[config.mk]
export PLATFORM = sky130hd
export DESIGN_NAME = toggle_rate_meter
export DESIGN_NICKNAME = d
export VERILOG_FILES = /design/src/rtl/toggle_meter_pkg.sv /design/src/rtl/seq_divider.sv /design/src/rtl/toggle_rate_meter.sv
export SDC_FILE = /design/constraint.sdc
export NUM_CORES = 1
export LEC_CHECK = 0
export BUFFER_PORTS_ARGS = -buffer_cell sky130_fd_sc_hd__buf_2
export CAP_MARGIN = 10
export CORE_MARGIN = 10
export CORE_UTILIZATION = 55
export DETAILED_ROUTE_END_ITERATION = 6
export PLACE_DENSITY = 0.78
export SLEW_MARGIN = 30
export SYNTH_ARGS = -nofsm -noshare
export SYNTH_HDL_FRONTEND = slang
export SYNTH_HIERARCHICAL = 1
export SYNTH_SLANG_ARGS = --single-unit
[constraint.sdc]
create_clock -name clk -period 6.7 [get_ports clk]
set_input_delay 1.34 -clock clk [delete_from_list [all_inputs] [get_ports clk]]
set_output_delay 1.34 -clock clk [all_outputs]
set_load 0.005 [all_outputs]
[src/rtl/toggle_meter_pkg.sv]
// Shared types for the toggle rate meter: FSM states and the speed code.
package toggle_meter_pkg;

    typedef enum logic [1:0] {
        ST_ARM  = 2'd0,
        ST_IDLE = 2'd1,
        ST_DIV  = 2'd2,
        ST_HOLD = 2'd3
    } meter_state_t;

    localparam int SPEED_MAX = 15;

    typedef logic [3:0] speed_t;

endpackage

[src/rtl/seq_divider.sv]
// Unsigned restoring divider, one quotient bit per cycle, W cycles per divide.
module seq_divider #(
    parameter int W = 32
) (
    input  logic         clk,
    input  logic         rst_n,
    input  logic         start,
    input  logic [W-1:0] dividend,
    input  logic [W-1:0] divisor,
    output logic         busy,
    output logic         done,
    output logic [W-1:0] quotient
);

    localparam int STEP_W = (W > 1) ? $clog2(W) : 1;
    localparam logic [STEP_W-1:0] LAST_STEP = STEP_W'(W - 1);

    logic [W-1:0]      rem_q;
    logic [W-1:0]      dq_q;
    logic [W-1:0]      div_q;
    logic [STEP_W-1:0] step_q;
    logic              busy_q;

    logic [W:0]   trial;
    logic         fits;
    logic [W-1:0] diff;
    logic [W-1:0] rem_next;
    logic [W-1:0] dq_next;

    // A zero divisor always "fits", so the quotient naturally comes out all ones.
    always_comb begin
        trial    = {rem_q, dq_q[W-1]};
        fits     = (trial >= {1'b0, div_q});
        diff     = trial[W-1:0] - div_q;
        rem_next = fits ? diff : trial[W-1:0];
        dq_next  = {dq_q[W-2:0], fits};
    end

    assign busy     = busy_q;
    assign done     = busy_q && (step_q == LAST_STEP);
    assign quotient = dq_next;

    always_ff @(posedge clk or negedge rst_n) begin
        if (!rst_n) begin
            rem_q  <= '0;
            dq_q   <= '0;
            div_q  <= '0;
            step_q <= '0;
            busy_q <= 1'b0;
        end else if (start) begin
            rem_q  <= '0;
            dq_q   <= dividend;
            div_q  <= divisor;
            step_q <= '0;
            busy_q <= 1'b1;
        end else if (busy_q) begin
            rem_q  <= rem_next;
            dq_q   <= dq_next;
            step_q <= step_q + 1'b1;
            if (done)
                busy_q <= 1'b0;
        end
    end

endmodule

[src/rtl/toggle_rate_meter.sv]
// Measures edge-to-edge half-period of toggle_in and reports the matching speed code.
//   state | meaning
//   ARM   | waiting for a first edge to start timing, no result pending
//   IDLE  | timing an interval, next edge starts a divide
//   DIV   | divider running on the captured interval
//   HOLD  | result presented on meas_valid until accepted
module toggle_rate_meter
    import toggle_meter_pkg::*;
#(
    parameter int CLK_FREQ    = 50_000_000,
    parameter int CNT_W       = 32,
    parameter int SYNC_STAGES = 2
) (
    input  logic             clk,
    input  logic             rst_n,
    input  logic             toggle_in,
    output logic             meas_valid,
    input  logic             meas_ready,
    output logic [3:0]       speed_out,
    output logic [CNT_W-1:0] half_period,
    output logic             timeout,
    output logic             overrun
);

    localparam logic [CNT_W-1:0] CNT_MAX  = CNT_W'(CLK_FREQ + 1);
    localparam logic [CNT_W-1:0] DIVIDEND = CNT_W'(CLK_FREQ);

    logic [SYNC_STAGES-1:0] sync_q;
    logic                   hist_q;
    logic                   tog_edge;
    logic [CNT_W-1:0]       cnt_q;
    meter_state_t           state_q;

    logic             div_start;
    logic             div_busy;
    logic             div_done;
    logic [CNT_W-1:0] div_quot;
    speed_t           speed_sat;

    always_ff @(posedge clk or negedge rst_n) begin
        if (!rst_n) begin
            sync_q <= '0;
            hist_q <= 1'b0;
        end else begin
            sync_q <= {sync_q[SYNC_STAGES-2:0], toggle_in};
            hist_q <= sync_q[SYNC_STAGES-1];
        end
    end

    assign tog_edge = sync_q[SYNC_STAGES-1] ^ hist_q;

    always_ff @(posedge clk or negedge rst_n) begin
        if (!rst_n)
            cnt_q <= '0;
        else if (tog_edge)
            cnt_q <= '0;
        else if (cnt_q != CNT_MAX)
            cnt_q <= cnt_q + 1'b1;
    end

    // cnt at the edge is P-1, which is exactly the divisor D.
    assign div_start = (state_q == ST_IDLE) && tog_edge;
    assign speed_sat = (div_quot > CNT_W'(SPEED_MAX)) ? speed_t'(SPEED_MAX) : div_quot[3:0];

    seq_divider #(
        .W (CNT_W)
    ) u_div (
        .clk      (clk),
        .rst_n    (rst_n),
        .start    (div_start),
        .dividend (DIVIDEND),
        .divisor  (cnt_q),
        .busy     (div_busy),
        .done     (div_done),
        .quotient (div_quot)
    );

    always_ff @(posedge clk or negedge rst_n) begin
        if (!rst_n) begin
            state_q     <= ST_ARM;
            meas_valid  <= 1'b0;
            speed_out   <= '0;
            half_period <= '0;
            timeout     <= 1'b0;
            overrun     <= 1'b0;
        end else begin
            unique case (state_q)
                ST_ARM: begin
                    if (tog_edge)
                        state_q <= ST_IDLE;
                end
                ST_IDLE: begin
                    if (tog_edge) begin
                        half_period <= cnt_q + 1'b1;
                        timeout     <= 1'b0;
                        state_q     <= ST_DIV;
                    end else if (cnt_q == CNT_MAX) begin
                        speed_out   <= '0;
                        timeout     <= 1'b1;
                        half_period <= cnt_q;
                        meas_valid  <= 1'b1;
                        state_q     <= ST_HOLD;
                    end
                end
                ST_DIV: begin
                    if (tog_edge)
                        overrun <= 1'b1;
                    if (div_done) begin
                        speed_out  <= speed_sat;
                        meas_valid <= 1'b1;
                        state_q    <= ST_HOLD;
                    end else if (!div_busy) begin
                        // divider lost without finishing: drop the sample and keep timing
                        state_q <= ST_IDLE;
                    end
                end
                ST_HOLD: begin
                    if (tog_edge)
                        overrun <= 1'b1;
                    if (meas_valid && meas_ready) begin
                        meas_valid <= 1'b0;
                        state_q    <= timeout ? ST_ARM : ST_IDLE;
                    end
                end
                default: state_q <= ST_ARM;
            endcase
        end
    end

endmodule

Word level (Yosys, flattened, before mapping):

Index checks and enable logic that the tools add are counted.

* add/subtract/negate cells: 3
* order comparisons: 2
* eq/ne operators: 13
* muxes and demuxes: 33
* bitwise operators: 1
* reduce and logical (&&, ||, !) cells: 15

Operators with widths (number)
* 32-bit 2-to-1 mux: 9
* 33-bit by 32-bit greater-or-equal comparator with 1-bit output: 1
* 32-bit by 1-bit adder with 32-bit output, second input constant: 1
* 32-bit by 26-bit == test with 1-bit output, second input constant: 1
* 32-bit by 4-bit > comparator with 1-bit output, second input constant: 1
* 32-bit by 26-bit inequality test with 1-bit output, second input constant: 1
* 32-bit subtractor: 1
* 4-bit 2-to-1 mux: 4
* 2-bit 2-to-1 mux: 6
* 5-bit 2-to-1 mux: 2
* 1-bit 2-to-1 mux: 9
* 2-bit inequality test, second input constant: 4
* 2-bit one-hot mux with 4 select lines: 1
* 4-bit one-hot mux with 2 select lines: 1
* 4-bit AND reduction: 2
* 2-bit nonzero test: 4
* 5-bit by 1-bit adder with 5-bit output, second input constant: 1
* 5-bit == test, second input constant: 1
* 5-bit AND reduction: 1
* 2-bit == test, second input constant: 2
* 2-bit AND reduction: 2
* 1-bit logical AND: 3
* 3-bit by 2-bit inequality test with 1-bit output, second input constant: 1
* 3-bit inequality test, second input constant: 1
* 7 further kinds: 7

* flip-flop bits (word level): 178
* bits of input ports: 4
* logic and storage cells: 81

Logic depth before layout (Yosys ltp):

Gate-level depths: netlist of run 1.

* word-level depth: 5
* mapped depth: 14

Cells and area by module:

Netlist of run 1, hierarchy kept.

By module, submodules not included
* seq_divider: instances 1, cells an instance 781, area an instance 6720.2 sq um, sequential area each 2552.4 sq um
* toggle_rate_meter: instances 1, cells an instance 341, area an instance 3659.8 sq um, sequential area each 1901.8 sq um

Worst setup path after synthesis of run 1:

OpenSTA, ideal clock, no wires.

* path kind: flip-flop to flip-flop
* from: reg u_div.rem_q[11]
* to: reg speed_out[0]
* data arrival time: 2.902 ns
* data required time: 6.570 ns
* path slack: 3.667 ns
* cell stages (with the launch flop): 13
* period minus slack after synthesis: 3.033 ns
* path through: dfrtp_1 -> ha_1 -> a21o_1 -> o21bai_1 -> a311o_1 -> a31o_4 -> a2111o_1 -> a31oi_4 -> inv_2 -> buf_6 -> buf_4 -> o21ai_0 -> o21ai_0

* word-level cells in the longest chain between the ends: 5

Ends and longest elaborated chain
* start, declared: line seq_divider.sv:18 `logic [W-1:0] rem_q;`
* start signal, assigned: line seq_divider.sv:57 `rem_q <= rem_next;`
* 33-bit by 32-bit greater-or-equal comparator with 1-bit output (*): line seq_divider.sv:33 `fits = (trial >= {1'b0, div_q});`
* via u_div.fits: line seq_divider.sv:25 `logic fits;`
* 32-bit by 4-bit > comparator with 1-bit output: line toggle_rate_meter.sv:63 `assign speed_sat = (div_quot > CNT_W'(SPEED_MAX)) ? speed_t'(SPEED_MAX) : div_quot[3:0];`
* 4-bit 2-to-1 mux (*): line toggle_rate_meter.sv:63
* 4-bit 2-to-1 mux (*): line toggle_rate_meter.sv:108 `if (div_done) begin`
* 4-bit one-hot mux with 2 select lines (*): line toggle_rate_meter.sv:87 `unique case (state_q)`
* end signal, assigned: line toggle_rate_meter.sv:109 `speed_out <= speed_sat;`
* end, declared: line toggle_rate_meter.sv:19 `output logic [3:0] speed_out,`

Mark *: on every way through the listed nets, which the timed path passes. The rest lies on a longest branch. The select of a mux whose other input is x is not followed.
A chain may end at the register's enable or synchronous reset.

Worst setup path after layout of run 1:

* from: reg u_div.rem_q[14]
* to: reg u_div.rem_q[28]

* word-level cells in the longest chain between the ends: 4
* elaborated cells on any way between the ends: 5
* classes of those cells: add/sub: 1; order compare: 1; mux: 3

Ends and longest elaborated chain
* 33-bit by 32-bit greater-or-equal comparator with 1-bit output: line seq_divider.sv:33
* via div_quot[0]: line toggle_rate_meter.sv:37 `logic [CNT_W-1:0] div_quot;`
* 32-bit 2-to-1 mux: line seq_divider.sv:35 `rem_next = fits ? diff : trial[W-1:0];`
* 32-bit 2-to-1 mux: line seq_divider.sv:56 `end else if (busy_q) begin`
* 32-bit 2-to-1 mux: line seq_divider.sv:50 `end else if (start) begin`

The timed path passes the listed nets, and every way through them passes these cells. The select of a mux whose other input is x is not followed.

==> results of run 1 <==
==> cells by family after synthesis <==
logic type                 count (synthesis)  synth area share, %
and+or+nand+nor                          384                 17.6
xor gates and xnor gates                  59                 4.98
muxes                                     42                 4.15
other                                      2               0.0724
adders and majority gates                 38                 4.65
DFF                                      178                 42.9
buffers and inverters                    145                 7.24
AOI/OAI and AO/OA                        274                 18.4
==> per-layer routing <==
layer	global-route usage (%)	wire (um)
met1	28.1	11500
met5	0	0
met4	6.90	567
met3	3.60	1260
met2	31.3	11300
==> stage by stage <==
step	setup WS (ns)	power, mW	cell area, um2	instances
6_report	2.90	5.05	11100	1375
5_1_grt	2.69	5.42	11100	1375
4_1_cts	2.90	5.03	11100	1375
3_5_place_dp	2.96	4.02	10500	1344
3_3_place_gp	2.64	3.92	10500	1343
2_1_floorplan	3.67	3.60	10500	1152
==> registers in the layout (all words and copies together) (netlist names), 2 cells and up <==
register	cells
sync_q	2
u_div/rem_q	32
half_period	32
cnt_q	32
state_q	2
u_div/dq_q	32
u_div/step_q	5
speed_out	4
u_div/div_q	32
==> cell usage in the layout (no fill, tap or decap), types with 20 or more instances in the layout <==
cell / instances
sky130_fd_sc_hd__dfrtp_1: 177
sky130_fd_sc_hd__nand2_1: 142
sky130_fd_sc_hd__nor2_1: 103
sky130_fd_sc_hd__o21ai_0: 101
sky130_fd_sc_hd__inv_1: 53
sky130_fd_sc_hd__buf_2: 41
sky130_fd_sc_hd__ha_1: 37
sky130_fd_sc_hd__xor2_1: 34
sky130_fd_sc_hd__mux2i_1: 34
sky130_fd_sc_hd__a21oi_1: 33
sky130_fd_sc_hd__conb_1: 32
sky130_fd_sc_hd__nand4_1: 26
sky130_fd_sc_hd__xnor2_1: 25
sky130_fd_sc_hd__nand3_1: 23
sky130_fd_sc_hd__a311oi_1: 21
sky130_fd_sc_hd__a21o_1: 20
==> power breakdown <==
part	internal, mW	total (mW)	switching, mW
combinational	1.05	2.43	1.38
sequential	1.38	1.63	0.249
clock	0.535	0.995	0.460
total	2.96	5.05	2.09
==> how the worst max path moves through the flow <==
stage / to / cells past startpoint / slack [ns]
after floorplan: speed_out[0]$_DFFE_PN0P_ / 12 / 3.67
after global routing: speed_out[0]$_DFFE_PN0P_ / 11 / 2.69
after CTS: speed_out[0]$_DFFE_PN0P_ / 11 / 2.90
after global placement: u_div/rem_q[15]$_DFFE_PN0P_ / 10 / 2.64
after detailed placement: u_div/rem_q[28]$_DFFE_PN0P_ / 11 / 2.96
final: u_div/rem_q[28]$_DFFE_PN0P_ / 11 / 2.90
==> cell type report <==
cell class,instances,area (um2)
Fill cell,1563,7530
Clock buffer,18,439
Sequential cell,178,4460
Tap cell,234,293
Multi-Input combinational cell,829,5290
Inverter,55,209
Clock inverter,13,143
Timing Repair Buffer,48,288
==> critical path, delay by kind of cell (launching register included) <==
kind / cells / cell delay [ns]
AOI/OAI and AO/OA: 7 / 2.14
adders and majority gates: 1 / 0.38
DFF: 1 / 0.40
and+or+nand+nor: 1 / 0.27
buffers and inverters: 2 / 0.46
==> flow_summary.json, run 1 <==
{
  "timing.setup.critical_path_class": "reg2reg",
  "first_global_vias": 7941,
  "synth_commonest_cells": "sky130_fd_sc_hd__dfrtp_1 (178), sky130_fd_sc_hd__nand2_1 (142), sky130_fd_sc_hd__nor2_1 (103)",
  "drt-pass1-iter-count": 5,
  "ir_drop_mv": 0.275,
  "slew_viol_final": 0,
  "ant_diodes": 0,
  "cts_resized": 0,
  "finish.utilization_pct": 59.6,
  "net_count_reported_at_finish": 1171,
  "detail_route.drc_violations": 0,
  "pin_count": 43,
  "worst_clock_skew_ns": 0.0114,
  "report.final.setup_viol": 0,
  "std_cell_rows": 50,
  "number_of_flops_mapped_to_enable_cells_by_yosys": 0,
  "critPathCaptureType": "flop",
  "floorplan.die.width_um": 157,
  "critical_path.max_stage_delay_ns": 0.54,
  "root_buffer": "sky130_fd_sc_hd__clkbuf_16",
  "routed_via_count_divided_by_cell_count": 6.01,
  "core_area_mm2": 0.0186,
  "post_cts_setup_buffer_count": 0,
  "worst_hold_path_type": "reg2reg",
  "worst_slew_margin_rel_pct": 32.2,
  "final_min_period_over_clock_period_pct": 56.7,
  "syn_avg_cell_area_um2": 9.25,
  "grt_usage_pct": 20.3,
  "worst-r2r-cell-count": 11,
  "cellLeakagePower_nw": 5.14,
  "area_share_of_the_largest_cell_type_after_synthesis_pct": 42.9,
  "grt_antenna_before_repair": 0,
  "postSynth.asyncResetShare_pct": 100,
  "worstPathArrival_ns": 4.10,
  "synth.most_common_cell": "sky130_fd_sc_hd__dfrtp_1",
  "cts_tree": "built",
  "port-buffer-count": 42,
  "synthesis.yosys.warnings": 6,
  "post_drt_wl_per_cell_um": 17.9,
  "start_util_pct": 55.7,
  "die_height_um": 157,
  "worstPathMaxFanout": 25,
  "synth.area.top_cells": "sky130_fd_sc_hd__dfrtp_1 (43%), sky130_fd_sc_hd__nand2_1 (5.1%), sky130_fd_sc_hd__o21ai_0 (4.9%), sky130_fd_sc_hd__ha_1 (4.5%), sky130_fd_sc_hd__nor2_1 (3.7%)",
  "cts.htree.levels": 4,
  "cp-startpoint": "u_div/rem_q[14]$_DFFE_PN0P_",
  "hp-start": "sync_q[0]$_DFF_PN0_",
  "fin_tns_setup_ns": 0,
  "clock_latency_ns": 0.44,
  "holdPathEnd": "sync_q[1]$_DFF_PN0_",
  "cts_sinks": 178,
  "cts_buffers": 17,
  "reg2reg_slack_ns": 2.90,
  "hpwlAfterDp_um": 16800,
  "rr_startpoint": "u_div/rem_q[14]$_DFFE_PN0P_",
  "startpoint_type": "flop",
  "netlist.top_cell.by_area": "sky130_fd_sc_hd__dfrtp_1",
  "finalHoldViolations": 0,
  "synth_flop_cell": "sky130_fd_sc_hd__dfrtp_1",
  "fin_worst_hold_slack_ns": 0.350,
  "netlist_instances": 1122,
  "critPathSlowestCell": "sky130_fd_sc_hd__a31oi_4",
  "crit-reg2reg-capture": "u_div/rem_q[28]$_DFFE_PN0P_",
  "global_route_wire_length_before_repair_um": 40800,
  "routed-via-count": 8266,
  "globalRoute.totalOverflow": 0,
  "yosys.cell_types.count": 82,
  "synth_seq_cells": 178,
  "cts.hold.buffers_added": 0,
  "post_route_cells_drive_above_1_share_pct": 10.9,
  "area_growth_syn_to_layout_pct": 7.09,
  "detail_route.wirelength_um": 24700,
  "ant_nets": 0,
  "crit_path_cell_trace": "ha_1 > a21oi_1 > a21boi_1 > a311o_1 > a31o_4 > a2111o_1 > a31oi_4 > buf_16 > inv_2 > nand2_1 > o21ai_0",
  "detailedRoute.firstIterationViolations": 760,
  "status": "finished, final reports clean",
  "finalCriticalPeriod_ns": 3.80,
  "timing_worst_slew_pin_value_ns": 1.01,
  "whs_path_depth": 0,
  "seq_area_frac_synth_pct": 42.9,
  "fmax_mhz": 263,
  "die-area_mm2": 0.0248,
  "max_cap_viol_count": 0,
  "place_congestion": 0.972,
  "rsz_0062_raised_after_global_routing": "no",
  "cts.clk_slew.worst_paths_ns": 0.07,
  "grt_max_degree": 101,
  "cp.required_ns": 7.00,
  "cts.path.max_buffers": 2,
  "netlist_area_mm2": 0.0104,
  "power.density_cell_area_mw_per_mm2": 454
}
No activity file was read; power rests on OpenSTA's default activity.
==> run 2, diff against run 1 <==
--- a/config.mk
+++ b/config.mk
@@ -5,6 +5,7 @@
 export SDC_FILE = /design/constraint.sdc
 export NUM_CORES = 1
 export LEC_CHECK = 0
+export ABC_AREA = 1
 export BUFFER_PORTS_ARGS = -buffer_cell sky130_fd_sc_hd__buf_2
 export CAP_MARGIN = 10
 export CORE_MARGIN = 10
==> constraint.sdc (replaced) <==
create_clock -name clk -period 3.79 [get_ports clk]
set_input_delay 0.758 -clock clk [delete_from_list [all_inputs] [get_ports clk]]
set_output_delay 0.758 -clock clk [all_outputs]
set_load 0.005 [all_outputs]
==> flow_summary.json, run 2 <==
{
  "status": "finished, final reports clean",
  "crit_path_cell_trace": "ha_1 > nand2_1 > inv_1 > a21oi_1 > o21bai_2 > inv_2 > nand2_2 > nand2_4 > nand2_8 > nand2_2 > nand2_1 > nand2_1 > nand2_1",
  "clock_latency_ns": 0.44,
  "cts.path.max_buffers": 2,
  "synth_seq_cells": 178,
  "grt_max_degree": 98,
  "synth_commonest_cells": "sky130_fd_sc_hd__nand2_1 (577), sky130_fd_sc_hd__inv_1 (221), sky130_fd_sc_hd__dfrtp_1 (178)",
  "std_cell_rows": 52,
  "synth.most_common_cell": "sky130_fd_sc_hd__nand2_1",
  "grt_usage_pct": 21.4,
  "report.final.setup_viol": 0,
  "fmax_mhz": 376,
  "internal-power_mw": 5.24,
  "post_cts_setup_buffer_count": 0,
  "synth_xor_xnor_area_share_pct": 1.91,
  "layout.cells.most_common": "sky130_fd_sc_hd__nand2_1",
  "clock_power_share_pct": 19.4,
  "max_cap_viol_count": 0,
  "cp-startpoint": "u_div/rem_q[11]$_DFFE_PN0P_",
  "yosys.area_share.adder_pct": 4.22,
  "cts.htree.levels": 4,
  "post_drt_wl_per_cell_um": 14.6,
  "critical_path.max_stage_delay_ns": 0.41,
  "synthesis.yosys.warnings": 6,
  "cts_buffers": 17,
  "die-area_mm2": 0.0270,
  "finish.utilization_pct": 60.6,
  "worst_slew_margin_rel_pct": 39.9,
  "postSynth.asyncResetShare_pct": 100,
  "sw_ratio_pct": 45.8,
  "area_growth_syn_to_layout_pct": 7.78,
  "critPathSlowestCell": "sky130_fd_sc_hd__dfrtp_1",
  "cts_sinks": 178,
  "synth_compound_gate_area_share_pct": 8.53,
  "setup_slack_ns": 1.13,
  "mostFrequentLayoutCells": "sky130_fd_sc_hd__nand2_1 (577), sky130_fd_sc_hd__inv_1 (220), sky130_fd_sc_hd__dfrtp_1 (178), sky130_fd_sc_hd__nor2_1 (130), sky130_fd_sc_hd__nand3_1 (113)",
  "synth_top_family_by_area": "simple AND/OR/NAND/NOR gates",
  "synth_simple_gate_area_share_pct": 34.3,
  "synth_flop_cell": "sky130_fd_sc_hd__dfrtp_1",
  "fin_tns_setup_ns": 0,
  "final_min_period_over_clock_period_pct": 70.1,
  "ant_diodes": 0,
  "fill_cells": 1806,
  "detailedRoute.firstIterationViolations": 1000,
  "yosys.cell_types.count": 45,
  "start_util_pct": 56.3,
  "synth_mux_area_share_pct": 0,
  "cts.clk_slew.worst_paths_ns": 0.07,
  "worstPathMaxFanout": 34,
  "netlist.top_cell.by_area": "sky130_fd_sc_hd__dfrtp_1",
  "worst-r2r-cell-count": 13,
  "netlist_instances": 1633,
  "post_route_cells_drive_above_1_share_pct": 9.71,
  "critPathCaptureType": "flop",
  "power.density_cell_area_mw_per_mm2": 784,
  "final-instance-count-excl-fill": 1939,
  "port-buffer-count": 42,
  "netlist_area_mm2": 0.0115,
  "routed_via_count_divided_by_cell_count": 5.21,
  "area_share_of_the_largest_cell_type_after_synthesis_pct": 38.9,
  "worst_hold_path_type": "in2async",
  "startpoint_type": "flop",
  "number_of_flops_mapped_to_enable_cells_by_yosys": 0,
  "cts_resized": 0,
  "ir_drop_mv": 0.472,
  "slew_viol_final": 0,
  "net_count_reported_at_finish": 1698,
  "finalHoldViolations": 0,
  "pre_cts_ws_ns": 1.20,
  "floorplan.die.width_um": 164,
  "globalRoute.totalOverflow": 0,
  "place_congestion": 0.956,
  "seq_area_frac_synth_pct": 38.9,
  "die_height_um": 164,
  "timing_worst_slew_pin_value_ns": 0.901,
  "rr_startpoint": "u_div/rem_q[11]$_DFFE_PN0P_",
  "reg2reg_slack_ns": 1.13,
  "cellLeakagePower_nw": 6.36,
  "global_route_wire_length_before_repair_um": 47100,
  "pwr-share-comb_pct": 52.7,
  "ant_nets": 0,
  "crit_top_cell": "sky130_fd_sc_hd__nand2_1",
  "timing.setup.critical_path_class": "reg2reg",
  "cts_tree": "built",
  "synth.area.top_cells": "sky130_fd_sc_hd__dfrtp_1 (39%), sky130_fd_sc_hd__nand2_1 (19%), sky130_fd_sc_hd__inv_1 (7.2%), sky130_fd_sc_hd__nand3_1 (4.9%), sky130_fd_sc_hd__nor2_1 (4.3%)",
  "grt_antenna_before_repair": 0,
  "finalCriticalPeriod_ns": 2.66,
  "seq_power_share_pct": 27.9,
  "worst_clock_skew_ns": 0.0106,
  "layout.cell_area.non_filler_mm2": 0.0123,
  "routed-via-count": 10100,
  "total_power_mw": 9.68,
  "pin_count": 43,
  "fin_worst_hold_slack_ns": 0.344,
  "detail_route.wirelength_um": 28300,
  "worstPathArrival_ns": 2.98,
  "drt-pass1-iter-count": 5,
  "cts.hold.buffers_added": 0,
  "detail_route.drc_violations": 0,
  "rsz_0062_raised_after_global_routing": "no",
  "crit-reg2reg-capture": "u_div/rem_q[21]$_DFFE_PN0P_",
  "power.net_switching_mw": 4.43,
  "first_global_vias": 9689,
  "root_buffer": "sky130_fd_sc_hd__clkbuf_16",
  "dp_cells": 1907,
  "cp.required_ns": 4.11,
  "placed_area_mm2": 0.0117,
  "core_area_mm2": 0.0204,
  "hpwlAfterDp_um": 21000,
  "syn_avg_cell_area_um2": 7.02
}
run 2: kinds of logic (layout without fill, tap and decap cells):
family,after synthesis,in the layout
AND/OR/NAND/NOR,919,919
buffers and inverters,311,317
flip-flops,178,178
AO/OA/AOI/OAI,160,160
adder cells (fa/ha/maj),38,38
XOR/XNOR,25,25
other,2,32
run 2: cell type report:
type / instances / area, um2 / share of cell area (%)
Multi-Input combinational cell: 1174 / 5740 / 46.5
Sequential cell: 178 / 4450 / 36.1
Inverter: 233 / 875 / 7.08
Clock buffer: 19 / 453 / 3.67
Tap cell: 270 / 338 / 2.74
Timing Repair Buffer: 52 / 317 / 2.56
Clock inverter: 13 / 170 / 1.38
run 2: how the worst max path moves through the flow:
| stage | to | slack (ns) | depth (start not counted) |
|---|---|---|---|
| after floorplan | speed_out[0]$_DFFE_PN0P_ | 1.73 | 15 |
| after global placement | u_div/rem_q[21]$_DFFE_PN0P_ | 1.24 | 13 |
| after detailed placement | u_div/rem_q[21]$_DFFE_PN0P_ | 1.20 | 13 |
| after CTS | u_div/rem_q[21]$_DFFE_PN0P_ | 1.18 | 13 |
| after global routing | u_div/rem_q[31]$_DFFE_PN0P_ | 0.94 | 15 |
| final | u_div/rem_q[21]$_DFFE_PN0P_ | 1.13 | 13 |
run 2: critical path: cells and delay by family, from the launching register on:
kind / cells / cell delay [ns]
adder cells (fa/ha/maj): 1 / 0.37
AND/OR/NAND/NOR: 8 / 1.20
AO/OA/AOI/OAI: 2 / 0.40
buffers and inverters: 2 / 0.12
flip-flops: 1 / 0.41
run 2: metal layers:
layer | wire, um | share of wire, % | global-route usage [%]
met5 | 0 | 0 | 0
met4 | 721 | 2.5 | 8.25
met3 | 1380 | 4.9 | 3.15
met2 | 13200 | 47 | 34.6
met1 | 13100 | 46 | 28.4
run 2: power groups by stage:
stage / logic [mW] / registers [mW] / clock network [mW]
after detailed placement: 5.01 / 2.72 / 0
final: 5.10 / 2.70 / 1.88
after global placement: 4.93 / 2.70 / 0
after global routing: 5.80 / 2.76 / 1.97
after CTS: 5.06 / 2.70 / 1.90
after floorplan: 4.20 / 2.66 / 0
==> run 3, diff against run 2 <==
--- a/config.mk
+++ b/config.mk
@@ -11,7 +11,7 @@
 export CORE_MARGIN = 10
 export CORE_UTILIZATION = 55
 export DETAILED_ROUTE_END_ITERATION = 6
-export PLACE_DENSITY = 0.78
+export PLACE_DENSITY = 0.81
 export SLEW_MARGIN = 30
 export SYNTH_ARGS = -nofsm -noshare
 export SYNTH_HDL_FRONTEND = slang
==> constraint.sdc (replaced) <==
create_clock -name clk -period 2.4 [get_ports clk]
set_input_delay 0.48 -clock clk [delete_from_list [all_inputs] [get_ports clk]]
set_output_delay 0.48 -clock clk [all_outputs]
set_load 0.005 [all_outputs]
==> flow_summary.json, run 3 (synthesized netlist as in run 2, its figures left out) <==
{
  "status": "finished, final reports clean",
  "worstPathMaxFanout": 27,
  "reg2reg_slack_ns": 0.09,
  "area_of_the_multi_input_gates_mm2": 0.00580,
  "ir_drop_mv": 0.675,
  "critPathSlowestCell": "sky130_fd_sc_hd__dfrtp_1",
  "ant_nets": 0,
  "power.density_cell_area_mw_per_mm2": 1260,
  "sw_ratio_pct": 46.6,
  "std_cell_rows": 52,
  "cellLeakagePower_nw": 6.47,
  "whs_path_depth": 1,
  "layout.cells.most_common": "sky130_fd_sc_hd__nand2_1",
  "area_growth_syn_to_layout_pct": 9.77,
  "slew_viol_final": 0,
  "post_drt_wl_per_cell_um": 15.5,
  "rsz_0062_raised_after_global_routing": "yes",
  "place_congestion": 1.03,
  "worst_clock_skew_ns": 0.0142,
  "worst_hold_path_type": "in2reg",
  "grt_util_met1_pct": 30.2,
  "port-buffer-count": 42,
  "hp-start": "toggle_in",
  "internal-power_mw": 8.46,
  "die-area_mm2": 0.0270,
  "fmax_mhz": 433,
  "worst-r2r-cell-count": 10,
  "startpoint_type": "flop",
  "regArea_mm2": 0.00445,
  "grtUsageMet2_pct": 35.5,
  "finalCriticalPeriod_ns": 2.31,
  "seq_power_share_pct": 27.0,
  "rr_startpoint": "u_div/rem_q[29]$_DFFE_PN0P_",
  "cts.clk_slew.worst_paths_ns": 0.08,
  "cp-startpoint": "u_div/rem_q[29]$_DFFE_PN0P_",
  "layout.cell_area.non_filler_mm2": 0.0126,
  "cts_tree": "built",
  "drt-pass1-iter-count": 5,
  "cts.path.max_buffers": 2,
  "net_count_reported_at_finish": 1714,
  "final_min_period_over_clock_period_pct": 96.2,
  "critPathCaptureType": "flop",
  "clock_latency_ns": 0.44,
  "floorplan.die.width_um": 164,
  "fin_worst_hold_slack_ns": 0.138,
  "critical_path.max_stage_delay_ns": 0.40,
  "start_util_pct": 56.3,
  "routed-via-count": 10400,
  "grt_antenna_before_repair": 0,
  "first_global_vias": 10000,
  "core_area_mm2": 0.0204,
  "pwr-share-comb_pct": 54.3,
  "cts_sinks": 178,
  "globalRoute.totalOverflow": 0,
  "ant_diodes": 0,
  "report.final.setup_viol": 0,
  "hpwlAfterDp_um": 22300,
  "die_height_um": 164,
  "detailedRoute.firstIterationViolations": 927,
  "worst_slew_margin_rel_pct": 51.1,
  "final-instance-count-excl-fill": 1955,
  "cts.htree.levels": 4,
  "routed_via_count_divided_by_cell_count": 5.30,
  "worstPathArrival_ns": 2.60,
  "max_cap_viol_count": 0,
  "post_route_cells_drive_above_1_share_pct": 10.9,
  "groute.layer.met3.usage_pct": 4.81,
  "grt_usage_pct": 22.8,
  "timing_worst_slew_pin_value_ns": 0.734,
  "global_route_wire_length_before_repair_um": 49800,
  "cts_buffers": 17,
  "fill_cells": 1735,
  "placed_area_mm2": 0.0119,
  "mostFrequentLayoutCells": "sky130_fd_sc_hd__nand2_1 (577), sky130_fd_sc_hd__inv_1 (221), sky130_fd_sc_hd__dfrtp_1 (178), sky130_fd_sc_hd__nor2_1 (130), sky130_fd_sc_hd__nand3_1 (112)",
  "detail_route.wirelength_um": 30300,
  "most_heavily_used_metal_layer_in_global_routing": "met2",
  "dp_cells": 1920,
  "crit_path_cell_trace": "ha_1 > a21oi_1 > o21ai_0 > nor2_1 > nand3_4 > nor2_8 > buf_12 > nand3_1 > nand3_1 > o21ai_1",
  "grt_max_degree": 83,
  "root_buffer": "sky130_fd_sc_hd__clkbuf_16",
  "finalHoldViolations": 0,
  "cp.required_ns": 2.69,
  "pin_count": 43,
  "detail_route.drc_violations": 0,
  "crit_top_cell": "sky130_fd_sc_hd__nand3_1",
  "crit-reg2reg-capture": "u_div/rem_q[7]$_DFFE_PN0P_",
  "holdPathEnd": "sync_q[0]$_DFF_PN0_",
  "power.net_switching_mw": 7.38,
  "clock_power_share_pct": 18.7,
  "timing.setup.critical_path_class": "reg2reg"
}
[run 3: cell count changes in the layout (fill, tap and decap cells not counted), sizes merged]
cell,change
buf,+14
clkinv,+3
clkinvlp,-2
bufinv,-1
dlygate4sd3,+1
nand2,+1
[run 3: metrics by stage]
stage	power [mW]	setup slack (ns)	TNS (ns)	util [%]
after floorplan	10.8	0.343	0	-
after CTS	15.6	0.0103	0	61.4
after detailed placement	12.6	0.0500	0	58.2
after global routing	17.2	-0.0110	-0.0283	61.8
final	15.8	0.0903	0	61.8
after global placement	12.4	0.0744	0	58.2
[run 3: cell type report]
type / count / area share [%]
clock inverter: 13 / 1.37
sequential: 178 / 35.4
timing repair buffer: 67 / 3.86
tap: 270 / 2.69
inverter: 233 / 6.95
clock buffer: 19 / 3.60
multi-input combinational: 1175 / 46.1
[run 3: how the worst max path moves through the flow]
stage | endpoint | slack (ns) | cells after the start
final | u_div/rem_q[7]$_DFFE_PN0P_ | 0.09 | 10
after global routing | u_div/rem_q[1]$_DFFE_PN0P_ | -0.01 | 15
after CTS | u_div/rem_q[1]$_DFFE_PN0P_ | 0.01 | 14
after detailed placement | u_div/rem_q[1]$_DFFE_PN0P_ | 0.05 | 15
after global placement | u_div/rem_q[14]$_DFFE_PN0P_ | 0.07 | 14
after floorplan | speed_out[0]$_DFFE_PN0P_ | 0.34 | 15
[run 3: per-layer routing]
layer	routed length, um	share of wire (%)	vias up
met5	0	0	-
met4	1090	3.6	0
met3	2180	7.2	71
met2	13600	45	403
met1	13400	44	4730
li1	-	-	5153
[run 3: what timing repair did]
item / CTS / global route
resized for setup: 0 / 13
buffers inserted: 0 / 1
setup endpoints to repair: 0 / 32
hold buffers: 1 / 0
hold endpoints to repair: 34 / 0
[run 3: power by group through the flow]
stage	registers [mW]	logic, mW	clock network [mW]
2_1_floorplan	4.20	6.63	0
3_3_place_gp	4.27	8.17	0
3_5_place_dp	4.30	8.29	0
4_1_cts	4.25	8.38	2.98
5_1_grt	4.35	9.71	3.09
6_report	4.27	8.61	2.96
[run 3: critical path: cells and delay by family (launching register included)]
family,cells,cell delay (ns)
compound gates,3,0.38
simple gates,5,0.82
fa+ha+maj,1,0.35
buf+inv,1,0.21
flops,1,0.40
